$ cat config.mk
export PLATFORM = sky130hd
export DESIGN_NAME = uart_rx_fifo
export DESIGN_NICKNAME = d
export VERILOG_FILES = /design/src/rtl/uart_pkg.sv /design/src/rtl/uart_rx_fifo_mem.sv /design/src/rtl/uart_rx_fifo.sv
export SDC_FILE = /design/constraint.sdc
export NUM_CORES = 1
export LEC_CHECK = 0
export CAP_MARGIN = 15
export CORE_MARGIN = 4
export CORE_UTILIZATION = 60
export CTS_CLUSTER_DIAMETER = 30
export DETAILED_ROUTE_END_ITERATION = 10
export DONT_BUFFER_PORTS = 1
export MAX_ROUTING_LAYER = met4
export PLACE_DENSITY = 0.87
export RECOVER_POWER = 25
export SLEW_MARGIN = 0
export SYNTH_ARGS = -nofsm -noshare
export SYNTH_HDL_FRONTEND = slang
export SYNTH_HIERARCHICAL = 1
export SYNTH_SLANG_ARGS = --single-unit
$ cat constraint.sdc
create_clock -name clk -period 2.68 [get_ports clk]
set_input_delay 0.536 -clock clk [delete_from_list [all_inputs] [get_ports clk]]
set_output_delay 0.536 -clock clk [all_outputs]
set_load 0.05 [all_outputs]
$ cat src/rtl/uart_pkg.sv
// uart_pkg: shared types and helpers for the UART receive path.
package uart_pkg;

  localparam int UART_DATA_W = 8;

  typedef enum logic [2:0] {
    IDLE   = 3'd0,
    START  = 3'd1,
    DATA   = 3'd2,
    PARITY = 3'd3,
    STOP   = 3'd4
  } rx_state_t;

  // Even parity: the bit that makes the total number of ones even.
  function automatic logic even_par(input logic [UART_DATA_W-1:0] b);
    return ^b;
  endfunction

endpackage

$ cat src/rtl/uart_rx_fifo_mem.sv
// uart_rx_fifo_mem: synchronous FIFO; a push while full is accepted only if a pop frees a slot.
module uart_rx_fifo_mem #(
  parameter int DEPTH = 4,
  parameter int WIDTH = 8
) (
  input  logic             clk,
  input  logic             clr_n,
  input  logic             push,
  input  logic             pop,
  input  logic [WIDTH-1:0] din,
  output logic [WIDTH-1:0] dout,
  output logic             full,
  output logic             empty
);
  localparam int PTR_W = $clog2(DEPTH);
  localparam logic [PTR_W:0] FULL_CNT = (PTR_W + 1)'(DEPTH);

  logic [WIDTH-1:0] mem_q [DEPTH];
  logic [WIDTH-1:0] mem_d [DEPTH];
  logic [PTR_W-1:0] wr_q, wr_d, rd_q, rd_d;
  logic [PTR_W:0]   cnt_q, cnt_d;
  logic             do_push, do_pop;

  assign empty   = (cnt_q == '0);
  assign full    = (cnt_q == FULL_CNT);
  assign do_pop  = pop & ~empty;
  assign do_push = push & (~full | do_pop);
  assign dout    = mem_q[rd_q];

  always_comb begin
    mem_d = mem_q;
    wr_d  = wr_q;
    rd_d  = rd_q;
    cnt_d = cnt_q;
    if (do_push) begin
      mem_d[wr_q] = din;
      wr_d        = wr_q + PTR_W'(1);
    end
    if (do_pop) rd_d = rd_q + PTR_W'(1);
    case ({do_push, do_pop})
      2'b10:   cnt_d = cnt_q + (PTR_W + 1)'(1);
      2'b01:   cnt_d = cnt_q - (PTR_W + 1)'(1);
      default: cnt_d = cnt_q;
    endcase
  end

  always_ff @(posedge clk or negedge clr_n) begin
    if (!clr_n) begin
      for (int i = 0; i < DEPTH; i++) mem_q[i] <= '0;
      wr_q  <= '0;
      rd_q  <= '0;
      cnt_q <= '0;
    end else begin
      mem_q <= mem_d;
      wr_q  <= wr_d;
      rd_q  <= rd_d;
      cnt_q <= cnt_d;
    end
  end

endmodule

$ cat src/rtl/uart_rx_fifo.sv
// uart_rx_fifo: mid-bit sampling UART receiver (8N1) with receive FIFO and sticky error flags.
// Define UART_RX_PARITY_EN for 8E1 frames with a live par_err flag.
module uart_rx_fifo
  import uart_pkg::*;
#(
  parameter int CLKS_PER_BIT = 4,
  parameter int FIFO_DEPTH   = 4
) (
  input  logic                   clk,
  input  logic                   clr_n,
  input  logic                   rxd,
  output logic [UART_DATA_W-1:0] rx_data,
  output logic                   rx_valid,
  input  logic                   rx_ready,
  output logic                   frame_err,
  output logic                   par_err,
  output logic                   overrun,
  input  logic                   err_clr
);
  // state  | meaning
  // IDLE   | line idle, counters held at 0
  // START  | half-bit wait, then re-check the start bit
  // DATA   | sample 8 data bits, LSB first
  // PARITY | sample even parity bit (parity builds only)
  // STOP   | sample stop bit; after a low stop, wait for the line to go high

  localparam int BAUD_W = $clog2(CLKS_PER_BIT);
  // The IDLE->START clock counts toward the half bit, hence the -1.
  localparam logic [BAUD_W-1:0] BAUD_HALF = BAUD_W'(CLKS_PER_BIT / 2 - 1);
  localparam logic [BAUD_W-1:0] BAUD_LAST = BAUD_W'(CLKS_PER_BIT - 1);

  logic                   sync_q, rxs_q;
  rx_state_t              state_q, state_d;
  logic [BAUD_W-1:0]      baud_q, baud_d;
  logic [2:0]             bit_q, bit_d;
  logic [UART_DATA_W-1:0] shift_q, shift_d;
  logic                   brk_q, brk_d;
  logic                   frame_err_q, frame_err_d;
  logic                   overrun_q, overrun_d;
  logic                   push, pop, fe_set, ovr_set;
  logic                   fifo_full, fifo_empty;
`ifdef UART_RX_PARITY_EN
  logic                   par_bad_q, par_bad_d;
  logic                   par_err_q, par_err_d;
  logic                   pe_set;
`endif

  always_comb begin
    state_d = state_q;
    baud_d  = baud_q;
    bit_d   = bit_q;
    shift_d = shift_q;
    brk_d   = brk_q;
    push    = 1'b0;
    fe_set  = 1'b0;
`ifdef UART_RX_PARITY_EN
    par_bad_d = par_bad_q;
    pe_set    = 1'b0;
`endif
    case (state_q)
      IDLE: begin
        baud_d = '0;
        bit_d  = '0;
        brk_d  = 1'b0;
`ifdef UART_RX_PARITY_EN
        par_bad_d = 1'b0;
`endif
        if (!rxs_q) state_d = START;
      end
      START: begin
        if (baud_q == BAUD_HALF) begin
          baud_d  = '0;
          state_d = rxs_q ? IDLE : DATA;
        end else begin
          baud_d = baud_q + BAUD_W'(1);
        end
      end
      DATA: begin
        if (baud_q == BAUD_LAST) begin
          baud_d  = '0;
          shift_d = {rxs_q, shift_q[UART_DATA_W-1:1]};
          bit_d   = bit_q + 3'd1;
`ifdef UART_RX_PARITY_EN
          if (bit_q == 3'd7) state_d = PARITY;
`else
          if (bit_q == 3'd7) state_d = STOP;
`endif
        end else begin
          baud_d = baud_q + BAUD_W'(1);
        end
      end
`ifdef UART_RX_PARITY_EN
      PARITY: begin
        if (baud_q == BAUD_LAST) begin
          baud_d  = '0;
          state_d = STOP;
          if (rxs_q != even_par(shift_q)) begin
            par_bad_d = 1'b1;
            pe_set    = 1'b1;
          end
        end else begin
          baud_d = baud_q + BAUD_W'(1);
        end
      end
`endif
      STOP: begin
        if (brk_q) begin
          if (rxs_q) state_d = IDLE;
        end else if (baud_q == BAUD_LAST) begin
          baud_d = '0;
          if (rxs_q) begin
`ifdef UART_RX_PARITY_EN
            push = ~par_bad_q;
`else
            push = 1'b1;
`endif
            state_d = IDLE;
          end else begin
            fe_set = 1'b1;
            brk_d  = 1'b1;
          end
        end else begin
          baud_d = baud_q + BAUD_W'(1);
        end
      end
      default: state_d = IDLE;
    endcase
  end

  assign pop         = rx_valid & rx_ready;
  assign ovr_set     = push & fifo_full & ~pop;
  assign frame_err_d = (frame_err_q & ~err_clr) | fe_set;
  assign overrun_d   = (overrun_q & ~err_clr) | ovr_set;
`ifdef UART_RX_PARITY_EN
  assign par_err_d   = (par_err_q & ~err_clr) | pe_set;
  assign par_err     = par_err_q;
`else
  assign par_err     = 1'b0;
`endif

  always_ff @(posedge clk or negedge clr_n) begin
    if (!clr_n) begin
      sync_q      <= 1'b1;
      rxs_q       <= 1'b1;
      state_q     <= IDLE;
      baud_q      <= '0;
      bit_q       <= '0;
      shift_q     <= '0;
      brk_q       <= 1'b0;
      frame_err_q <= 1'b0;
      overrun_q   <= 1'b0;
`ifdef UART_RX_PARITY_EN
      par_bad_q   <= 1'b0;
      par_err_q   <= 1'b0;
`endif
    end else begin
      sync_q      <= rxd;
      rxs_q       <= sync_q;
      state_q     <= state_d;
      baud_q      <= baud_d;
      bit_q       <= bit_d;
      shift_q     <= shift_d;
      brk_q       <= brk_d;
      frame_err_q <= frame_err_d;
      overrun_q   <= overrun_d;
`ifdef UART_RX_PARITY_EN
      par_bad_q   <= par_bad_d;
      par_err_q   <= par_err_d;
`endif
    end
  end

  uart_rx_fifo_mem #(
    .DEPTH (FIFO_DEPTH),
    .WIDTH (UART_DATA_W)
  ) u_mem (
    .clk   (clk),
    .clr_n (clr_n),
    .push  (push),
    .pop   (pop),
    .din   (shift_q),
    .dout  (rx_data),
    .full  (fifo_full),
    .empty (fifo_empty)
  );

  assign rx_valid  = ~fifo_empty;
  assign frame_err = frame_err_q;
  assign overrun   = overrun_q;

endmodule
==> impl_metrics.env <==
export IMPL_finalCritPeriodShare_pct=92.1
export IMPL_tightest_slew_ps=1380
export IMPL_path_class="reg -> reg"
export IMPL_crit_required_ps=2950
export IMPL_drc=0
export IMPL_cap_violations=0
export IMPL_synth_cell_types=46
export IMPL_rsz0062_at_grt="false"
export IMPL_cts_root_buf="clkbuf_8"
export IMPL_cp_max_fo=5
export IMPL_synth_top_area_share_pct=50.1
export IMPL_synth_area_leaders="dfrtp_1 50%, mux2_2 12%, mux4_2 6.2%"
export IMPL_cts_resized=0
export IMPL_start_util_pct=61.7
export IMPL_core_area_sq_um=4690
export IMPL_drtPass1Iterations=4
export IMPL_status="completed"
export IMPL_yosys_area_top_type="dfrtp_1"
export IMPL_port_buffers=0
export IMPL_placed_area_sq_um=2950
export IMPL_synth_commonest_cells="58 x dfrtp_1, 31 x mux2_2, 12 x inv_1"
export IMPL_switching_share_pct=31.2
export IMPL_netlist_area_sq_um=2900
export IMPL_io_pins=17
export IMPL_synth_edff_count=0
export IMPL_worstPathArrival_ps=2730
export IMPL_crit_slowest_cell="dfrtp_1"
export IMPL_hp_class="in -> async"
export IMPL_wl_per_cell_um=18.6
export IMPL_p_total_mw=2.57
export IMPL_leakagePower_nw=1.52
export IMPL_numCtsBuffers=9
export IMPL_powerDensity_nw_per_um2=807
export IMPL_path_cells="nor3_1 -> nor2b_1 -> nor4b_4 -> or2b_2 -> ha_1 -> inv_1 -> fa_1 -> xor2_1 -> nor2_1 -> xor2_1"
export IMPL_finClkSkew_ps=8.68
export IMPL_grt_overflow_total=0
export IMPL_vias=1669
export IMPL_dpl_cell_count=261
export IMPL_yosysSeqAreaShare_pct=51.9
export IMPL_final_hold_viol_count=0
export IMPL_pwr_share_comb_pct=20.3
export IMPL_drv_slew=0
export IMPL_grt_max_degree=59
export IMPL_dpl_hpwl_mm=3.33
export IMPL_cts_sinks=60
export IMPL_ys_warnings_count=6
export IMPL_drive_gt1_share_pct=36.2
export IMPL_setup_viol=0
export IMPL_synthArstFlopShare_pct=100
export IMPL_clock_latency_ps=340
export IMPL_die_h_um=77.5
export IMPL_synth_ff_type="dfrtp_1"
export IMPL_drt_wl_total_mm=5.17
export IMPL_final_area_sq_um=3180
export IMPL_worst_setup_path_start_kind="flip-flop"
export IMPL_antenna_cells=0
export IMPL_fmax_mhz=405
export IMPL_crit_family="simple AND/OR/NAND/NOR gates"
export IMPL_antenna_found_initial=0
export IMPL_viasPerCell=6.00
export IMPL_power_share_sequential_pct=44.1
export IMPL_layout_cells_non_filler=278
export IMPL_gp_congestion=0.798
export IMPL_rows=25
export IMPL_cts_tree="done"
export IMPL_htreeDepth=3
export IMPL_path_clk_slew_ps=70
export IMPL_intPower_mw=1.77
export IMPL_die_w_um=77.5
export IMPL_ir_drop_v=0.000566
export IMPL_grt_pass1_vias=1804
export IMPL_yosys_register_bits=60
export IMPL_ant_nets=0
export IMPL_syn_nets=225
export IMPL_synth_most_common_cell="dfrtp_1"
export IMPL_dieArea_sq_um=6000
export IMPL_critPathMaxStageDelay_ps=460
export IMPL_relSlewSlack_pct=8.02
export IMPL_cp_end_kind="flip-flop"
export IMPL_switching_power_uw=801
export IMPL_synth_area_per_cell_sq_um=13.9
export IMPL_crit_buf_inv=1
export IMPL_nets=235
export IMPL_clkPwrFrac_pct=35.6
export IMPL_drt_iter0_drc=103
export IMPL_grt_usage_pct=20.1
export IMPL_grt_pass1_wl_mm=8.98
export IMPL_ctsLongestPathBuffers=2
export IMPL_whs_ps=39.7
export IMPL_setup_tns_ps=0
export IMPL_area_delta_synth_final_pct=9.94
export IMPL_crit_top_cell="xor2_1"
export IMPL_synth_cells=209
export IMPL_fin_crit_ps=2470
export IMPL_nFillCells=339
-- flip-flops by register name, summed over array words and instances (netlist names) --
register / count
frame_err: 1
shift_q: 8
overrun: 1
u_mem/cnt_q: 3
bit_q: 3
u_mem/mem_q: 32
baud_q: 2
brk_q: 1
sync_q: 1
u_mem/rd_q: 2
state_q: 3
u_mem/wr_q: 2
rxs_q: 1
-- kinds of logic (layout without fill, tap and decap cells) --
kind of cell	Yosys count	count (layout)	share of synthesized area [%]
mux	50	50	23.6
flops	60	60	51.9
fa+ha+maj	11	11	5.01
buf+inv	21	36	3.63
simple gates	38	38	8.64
compound gates	22	22	5.27
xor+xnor	6	6	1.82
other cells	1	1	0.130
-- cells in the final DEF, fill, tap and decap left out, types with 4 or more instances in the layout --
cell type,synthesis,routed
nor2b_1,4,4
dfrtp_1,58,58
mux4_2,8,8
buf_4,1,6
inv_1,12,12
ha_1,10,10
o21ai_0,6,6
nand2_1,7,7
clkbuf_8,0,9
nor2_1,5,5
a21oi_1,5,5
mux2_2,31,31
nor2_2,4,4
mux2_4,8,8
-- worst reg2reg max path, stage by stage, from the launching register on --
cell and delay [ps]:
dfrtp_1 460, nor3_1 290, nor2b_1 150, nor4b_4 260, or2b_2 190, ha_1 190, inv_1 60, fa_1 370
xor2_1 150, nor2_1 120, xor2_1 150
-- through the flow --
stage	util (%)	setup slack, ps
floorplan	-	301
finish	67.8	211
CTS	68.3	186
global route	67.8	5.05
global placement	63.0	418
detailed placement	63.0	187
-- path summary, 6_finish.rpt --
kind | start | end | slack (ps) | depth (start not counted)
hold reg to reg | sync_q | rxs_q | 360 | 0
hold / removal | clr_n | rxs_q | 40 | 0
min in group clk | rxd | sync_q | 200 | 0
max in group asynchronous | clr_n | overrun | 1350 | 1
setup reg to reg | u_mem/cnt_q[0] | u_mem/cnt_q[2] | 210 | 10
setup / recovery | u_mem/cnt_q[0] | u_mem/cnt_q[2] | 210 | 10
-- per-layer routing --
metal / GRT usage, % / wire [um]
met5: - / 0
met4: 9.07 / 106
met3: 3.71 / 172
met2: 30.4 / 2460
met1: 26.8 / 2430
-- what timing repair did --
| item | in CTS | in global routing |
|---|---|---|
| buffers inserted | 0 | 0 |
| endpoints found under the hold margin | 58 | 0 |
| hold buffers | 1 | 0 |
-- power groups by stage --
stage	registers, mW	clock network [mW]	logic [mW]
2_1_floorplan	1.07	0	0.467
3_3_place_gp	1.14	0	0.487
3_5_place_dp	1.15	0	0.506
4_1_cts	1.14	0.933	0.529
5_1_grt	1.16	0.986	0.579
6_report	1.13	0.914	0.521
-- area by class of cell --
type	instances	area, sq um	share of cell area, %
sequential	60	1500	47.2
multi-input combinational	128	1290	40.4
clock buffer	9	124	3.89
clock inverter	7	100	3.14
tap	54	67.6	2.12
inverter	13	51.3	1.61
timing repair buffer	7	50.0	1.57
No activity file was read; power rests on OpenSTA's default activity.
